--- config.mk ---
export PLATFORM = sky130hd
export DESIGN_NAME = nibble_serial_tx
export DESIGN_NICKNAME = d
export VERILOG_FILES = /design/src/rtl/nibble_serial_tx.sv
export SDC_FILE = /design/constraint.sdc
export NUM_CORES = 1
export LEC_CHECK = 0
export CAP_MARGIN = 25
export CORE_ASPECT_RATIO = 1.2
export CORE_MARGIN = 2
export CORE_UTILIZATION = 43
export DETAILED_ROUTE_END_ITERATION = 8
export REMOVE_ABC_BUFFERS = 1
export SKIP_LAST_GASP = 1
export SLEW_MARGIN = 10
export SYNTH_ARGS = -nofsm -noshare
export SYNTH_HDL_FRONTEND = slang
export SYNTH_SLANG_ARGS = --single-unit
--- constraint.sdc ---
create_clock -name clk -period 1.71 [get_ports clk]
set_input_delay 0.342 -clock clk [delete_from_list [all_inputs] [get_ports clk]]
set_output_delay 0.342 -clock clk [all_outputs]
set_load 0.05 [all_outputs]
--- src/rtl/nibble_serial_tx.sv ---
// ============================================================================
// Module      : nibble_serial_tx
// Description : Transmit end of the 4-bit nibble link. Accepts one nibble per
//               valid/ready handshake and sends it as a UART-style frame:
//               start bit, data LSB first, optional even parity, stop bit.
//               Each bit is held for BIT_CYCLES clock cycles.
// Revision    : 1.0 - initial release
// ============================================================================
`default_nettype none

module nibble_serial_tx #(
  parameter int DATA_W     = 4,
  parameter int BIT_CYCLES = 10,
  parameter int PARITY_EN  = 0
) (
  input  logic              clk,
  input  logic              rst_n,
  input  logic [DATA_W-1:0] in_data,
  input  logic              in_valid,
  output logic              in_ready,
  output logic              tx,
  output logic              busy,
  output logic              done
);

  localparam int CYC_W = $clog2(BIT_CYCLES + 1);
  localparam int BIT_W = $clog2(DATA_W + 1);
  localparam logic [CYC_W-1:0] c_CYC_LAST = CYC_W'(BIT_CYCLES - 1);
  localparam logic [BIT_W-1:0] c_BIT_LAST = BIT_W'(DATA_W - 1);

  typedef enum logic [2:0] {
    S_IDLE   = 3'd0,
    S_START  = 3'd1,
    S_DATA   = 3'd2,
    S_PARITY = 3'd3,
    S_STOP   = 3'd4
  } state_t;

  state_t              r_state;
  logic [CYC_W-1:0]    r_cyc_cnt;
  logic [BIT_W-1:0]    r_bit_cnt;
  logic [DATA_W-1:0]   r_shift;
  logic                r_parity;
  logic                r_tx;
  logic                r_in_ready;
  logic                r_busy;
  logic                r_done;

  state_t              w_state_nxt;
  logic [CYC_W-1:0]    w_cyc_nxt;
  logic [BIT_W-1:0]    w_bit_nxt;
  logic [DATA_W-1:0]   w_shift_nxt;
  logic [DATA_W-1:0]   w_shifted;
  logic                w_parity_nxt;
  logic                w_tx_nxt;
  logic                w_ready_nxt;
  logic                w_busy_nxt;
  logic                w_done_nxt;
  logic                w_bit_end;

  // State and all datapath registers; reset forces the line idle and aborts any frame
  always_ff @(posedge clk or negedge rst_n) begin
    if (!rst_n) begin
      r_state    <= S_IDLE;
      r_cyc_cnt  <= '0;
      r_bit_cnt  <= '0;
      r_shift    <= '0;
      r_parity   <= 1'b0;
      r_tx       <= 1'b1;
      r_in_ready <= 1'b0;
      r_busy     <= 1'b0;
      r_done     <= 1'b0;
    end else begin
      r_state    <= w_state_nxt;
      r_cyc_cnt  <= w_cyc_nxt;
      r_bit_cnt  <= w_bit_nxt;
      r_shift    <= w_shift_nxt;
      r_parity   <= w_parity_nxt;
      r_tx       <= w_tx_nxt;
      r_in_ready <= w_ready_nxt;
      r_busy     <= w_busy_nxt;
      r_done     <= w_done_nxt;
    end
  end

  // Next-state and next-output logic; tx only changes at bit boundaries
  always_comb begin
    w_state_nxt  = r_state;
    w_cyc_nxt    = r_cyc_cnt;
    w_bit_nxt    = r_bit_cnt;
    w_shift_nxt  = r_shift;
    w_parity_nxt = r_parity;
    w_tx_nxt     = r_tx;
    w_ready_nxt  = r_in_ready;
    w_busy_nxt   = r_busy;
    w_done_nxt   = 1'b0;
    w_shifted    = r_shift >> 1;
    w_bit_end    = (r_cyc_cnt == c_CYC_LAST);

    if (r_state != S_IDLE) begin
      w_cyc_nxt = w_bit_end ? '0 : r_cyc_cnt + 1'b1;
    end

    case (r_state)
      S_IDLE: begin
        w_tx_nxt    = 1'b1;
        w_busy_nxt  = 1'b0;
        w_ready_nxt = 1'b1;
        w_cyc_nxt   = '0;
        w_bit_nxt   = '0;
        // in_ready is a register, so the handshake has no combinational path
        if (in_valid && r_in_ready) begin
          w_shift_nxt  = in_data;
          w_parity_nxt = ^in_data;
          w_state_nxt  = S_START;
          w_ready_nxt  = 1'b0;
          w_busy_nxt   = 1'b1;
          w_tx_nxt     = 1'b0;
        end
      end
      S_START: begin
        if (w_bit_end) begin
          w_state_nxt = S_DATA;
          w_tx_nxt    = r_shift[0];
          w_bit_nxt   = '0;
        end
      end
      S_DATA: begin
        if (w_bit_end) begin
          if (r_bit_cnt == c_BIT_LAST) begin
            if (PARITY_EN != 0) begin
              w_state_nxt = S_PARITY;
              w_tx_nxt    = r_parity;
            end else begin
              w_state_nxt = S_STOP;
              w_tx_nxt    = 1'b1;
            end
          end else begin
            w_shift_nxt = w_shifted;
            w_tx_nxt    = w_shifted[0];
            w_bit_nxt   = r_bit_cnt + 1'b1;
          end
        end
      end
      S_PARITY: begin
        if (w_bit_end) begin
          w_state_nxt = S_STOP;
          w_tx_nxt    = 1'b1;
        end
      end
      S_STOP: begin
        if (w_bit_end) begin
          w_state_nxt = S_IDLE;
          w_tx_nxt    = 1'b1;
          w_ready_nxt = 1'b1;
          w_busy_nxt  = 1'b0;
          w_done_nxt  = 1'b1;
        end
      end
      default: begin
        w_state_nxt = S_IDLE;
        w_tx_nxt    = 1'b1;
        w_busy_nxt  = 1'b0;
      end
    endcase
  end

  assign in_ready = r_in_ready;
  assign tx       = r_tx;
  assign busy     = r_busy;
  assign done     = r_done;

endmodule

`default_nettype wire

==> results.md <==
- The run finished with clean final reports.
- The max-slew violation count is 0.
- The count of input and output buffers is 10.
- The count of nets after finishing is 124.
- The initial antenna violation count is 0.
- After synthesis, the netlist uses 34 different library cells.
- For this run, the number of Yosys warnings is 0.
- The tool flagged a number of max-cap violations equal to 0.
- In the global route stage, overall resource usage came out at 0.172.
- The endpoint class of the critical path is a register.
- The count of cells along the worst register-to-register path is 5.
- Wires add up to 2.01 mm.
- From left edge to right edge, the die measures 47.7 um.
- The post-cts gate resize count is 0.
- The number of hold-slack violations in the final timing report is 0.
- The cell count after synthesis is 96.
- The area taken by multi-input logic gates is 490 sq um.
- The worst path meets setup with 0.125 ns of slack.
- The post-route total power is 719 uW.
- Power spread over the standard cell area amounts to 599 mW/mm^2.
- Data on the critical path is required at its endpoint by 1.94 ns.
- The reg-to-reg setup timing slack is 0.13 ns.
- The master cell of the clock root buffer is sky130_fd_sc_hd__clkbuf_4.
- For this run, the share of the core covered by cells in the final layout is 0.567.
- The deepest level of the CTS H-tree is 1.
- The class of the worst hold path is input pin to asynchronous set/reset pin.
- The die covers 0.00269 sq mm.
- The maximum buffer depth of the clock tree is 2.
- After detailed routing, the number of vias per cell comes to 5.66.
- For this run, the register share of the synthesized area comes to 0.459.
- The floorplan has 18 rows.
- In this run the critical register-to-register path is captured at r_shift[2].
- The weighted congestion reported at the end of routability-driven placement is 0.821.
- The time the final worst path needs with I/O delays and setup is 1.58 ns.
- The part of the cycle the worst path needs is 0.927.
- The largest fanout on the critical path is 5.
- The y dimension of the die is 56.4 um.
- Data on the critical path arrives at its endpoint at 1.81 ns.
- The number of fill cells is 214.
- TritonCTS created 3 clock buffers.
- For the pin with the worst max-slew slack, the measured transition is 0.511 ns.
- The startpoint type of the worst setup path is a register.
- In the final layout, the share of cells above drive strength 1 is 0.188.
- TritonCTS built the clock tree.
- Setup violations remaining at the end of the flow were counted as 0.
- The synthesized netlist occupies a cell area of 983 sq um.
- For this run the aggregate overflow at the end of global routing stands at 0.
- The count of nets left with antenna violations once routing finished came out at 0.
- In this run, post-CTS hold repair placed 0 buffers.
- The total number of clock tree sinks is 18.
- During I/O placement, the number of pins put on the boundary was 11.
- From synthesis to final layout, the design area changed by 22.1%.
- Summed over all cells, the static leakage comes to 0.000521 uW.
- Across the whole layout, storage elements account for 452 sq um.
- The placement-stage worst setup slack is 0.0261 ns.
- Setup repair after global routing left no endpoint under its margin.
- The detailed router finished its first iteration with 10 violations.
- The number of antenna repair diodes is 0.
- The accumulated negative setup slack is 0 ns.
- The first TritonRoute pass finished after 4 iterations.
- Headroom to the max-slew limit came out at 0.658.
- The initial utilization of the core area, before any placement, comes to 0.465.
- Clock-pin slew was measured on the worst setup and hold paths at 0.11 ns.
- VDD sags by at most 0.447 mV.
- The number of remaining DRC errors is 0.
- The clock latency on the worst-skew pair is 0.30 ns.
- In this run the critical register-to-register path is launched from r_bit_cnt[0].
- In this run the standard cell core region covers 0.00212 sq mm.
- After synthesis, the mean cell area works out to 10.2 sq um.
- The average wire length per cell after detail routing is 14.2 um.
- The global-route wire length before repair is 3.35 mm.
- In this run, synthesis produced a sequential element count of 18.
- Timing would allow up to 631 MHz.
- Entering global routing, the biggest net connects 16 pins.
- The worst setup path is of the register to register kind.
- The via count of the first global-routing pass is 781.
- The wire-length estimate of the detail-placed layout is 1.42 mm.
- The routed layout has 804 vias.
- On the final layout, the worst clock skew is 0.00348 ns.
- The buffers inserted during post-CTS setup optimization is 0.
==> placed cells by master (no fill, tap or decap), types with 2 or more instances in the layout <==
cell type	n
sky130_fd_sc_hd__nand2_1	4
sky130_fd_sc_hd__dfrtp_1	17
sky130_fd_sc_hd__a2bb2oi_1	4
sky130_fd_sc_hd__o31ai_1	2
sky130_fd_sc_hd__nand3_1	2
sky130_fd_sc_hd__nor2_1	7
sky130_fd_sc_hd__o21ai_0	7
sky130_fd_sc_hd__inv_1	6
sky130_fd_sc_hd__nand2b_1	6
sky130_fd_sc_hd__a21oi_1	5
sky130_fd_sc_hd__nand3b_1	2
sky130_fd_sc_hd__o22ai_1	2
sky130_fd_sc_hd__ha_1	4
sky130_fd_sc_hd__clkbuf_4	3
sky130_fd_sc_hd__buf_4	11
sky130_fd_sc_hd__clkdlybuf4s50_1	6
sky130_fd_sc_hd__o32ai_1	5
==> registers in the layout, summed over array words and instances, names as in the netlist <==
register   count
busy           1
done           1
in_ready       1
r_bit_cnt      3
r_cyc_cnt      4
r_shift        4
r_state        3
tx             1
==> worst max-delay path: stages, from the launching register on <==
cell                        delay, ns
sky130_fd_sc_hd__dfrtp_1         0.42
sky130_fd_sc_hd__ha_1            0.21
sky130_fd_sc_hd__ha_1            0.21
sky130_fd_sc_hd__nand4bb_4       0.25
sky130_fd_sc_hd__o22ai_4         0.24
sky130_fd_sc_hd__a2bb2oi_1       0.18
==> Yosys cell counts <==
cell type	n	area share
sky130_fd_sc_hd__o21ai_0	7	0.036
sky130_fd_sc_hd__o32ai_1	5	0.045
sky130_fd_sc_hd__nand4bb_1	1	0.011
sky130_fd_sc_hd__o22ai_4	1	0.020
sky130_fd_sc_hd__o22ai_1	2	0.013
sky130_fd_sc_hd__dfstp_2	1	0.027
sky130_fd_sc_hd__xor2_1	1	0.0089
sky130_fd_sc_hd__clkbuf_1	1	0.0038
sky130_fd_sc_hd__dfrtp_1	17	0.43
sky130_fd_sc_hd__o22a_1	1	0.0089
sky130_fd_sc_hd__a21boi_0	1	0.0076
sky130_fd_sc_hd__o41ai_1	1	0.0089
sky130_fd_sc_hd__nand2_1	4	0.015
sky130_fd_sc_hd__a2bb2oi_1	4	0.036
sky130_fd_sc_hd__nand3b_1	2	0.015
sky130_fd_sc_hd__or3b_4	1	0.011
sky130_fd_sc_hd__nor2_1	7	0.027
sky130_fd_sc_hd__nand3_1	2	0.010
sky130_fd_sc_hd__xnor2_1	1	0.0089
sky130_fd_sc_hd__ha_1	4	0.051
sky130_fd_sc_hd__o31a_1	1	0.0089
sky130_fd_sc_hd__buf_2	4	0.020
sky130_fd_sc_hd__nand2b_1	6	0.038
sky130_fd_sc_hd__o31ai_1	2	0.015
sky130_fd_sc_hd__o21a_1	1	0.0076
sky130_fd_sc_hd__inv_1	6	0.023
sky130_fd_sc_hd__nor3b_1	1	0.0076
sky130_fd_sc_hd__nand4bb_2	1	0.017
sky130_fd_sc_hd__buf_6	1	0.011
sky130_fd_sc_hd__and3b_1	1	0.0089
sky130_fd_sc_hd__nor3_1	1	0.0051
sky130_fd_sc_hd__or2_1	1	0.0064
sky130_fd_sc_hd__or3b_1	1	0.0089
sky130_fd_sc_hd__a21oi_1	5	0.025
==> metrics by stage <==
stage	hold WS, ns	instance area [sq um]	cells
2_1_floorplan	0.0464	948	90
3_3_place_gp	0.479	1150	138
3_5_place_dp	0.493	1150	138
4_1_cts	0.343	1180	142
5_1_grt	0.341	1200	142
6_report	0.348	1200	142
==> cell type report <==
class,count,area share
inverter,6,0.0188
timing repair buffer,18,0.135
sequential,18,0.376
clock buffer,4,0.0302
tap,30,0.0313
multi-input combinational,66,0.408
==> cells by family (layout without fill, tap and decap cells) <==
| group | count (synthesis) | after routing | synth area share |
|---|---|---|---|
| and+or+nand+nor | 29 | 29 | 0.182 |
| DFF | 18 | 18 | 0.459 |
| xor gates and xnor gates | 2 | 2 | 0.0178 |
| adders and majority gates | 4 | 4 | 0.0509 |
| AOI/OAI and AO/OA | 31 | 31 | 0.232 |
| buffers and inverters | 12 | 28 | 0.0585 |
==> worst max path at each step <==
stage / from / to / cells past startpoint
2_1_floorplan: r_bit_cnt[0] / r_shift[3] / 5
3_3_place_gp: r_bit_cnt[0] / r_shift[3] / 5
3_5_place_dp: r_bit_cnt[0] / r_shift[2] / 5
4_1_cts: r_bit_cnt[0] / r_shift[2] / 5
5_1_grt: r_bit_cnt[0] / r_shift[0] / 5
6_report: r_bit_cnt[0] / r_shift[2] / 5
==> report_power, final <==
part           internal, uW  total, uW  leakage, uW  switching [uW]
logic                  15.3       26.4     0.000280            11.1
registers               426        426     0.000220               0
clock network           130        267    0.0000210             138
==> per-layer routing <==
metal,track usage,part of all wire,up-vias
li1,-,-,381
met1,0.231,0.45,398
met2,0.261,0.49,21
met3,0.0289,0.039,4
met4,0.0811,0.017,0
met5,0,0,-
No activity file was read; power rests on OpenSTA's default activity.
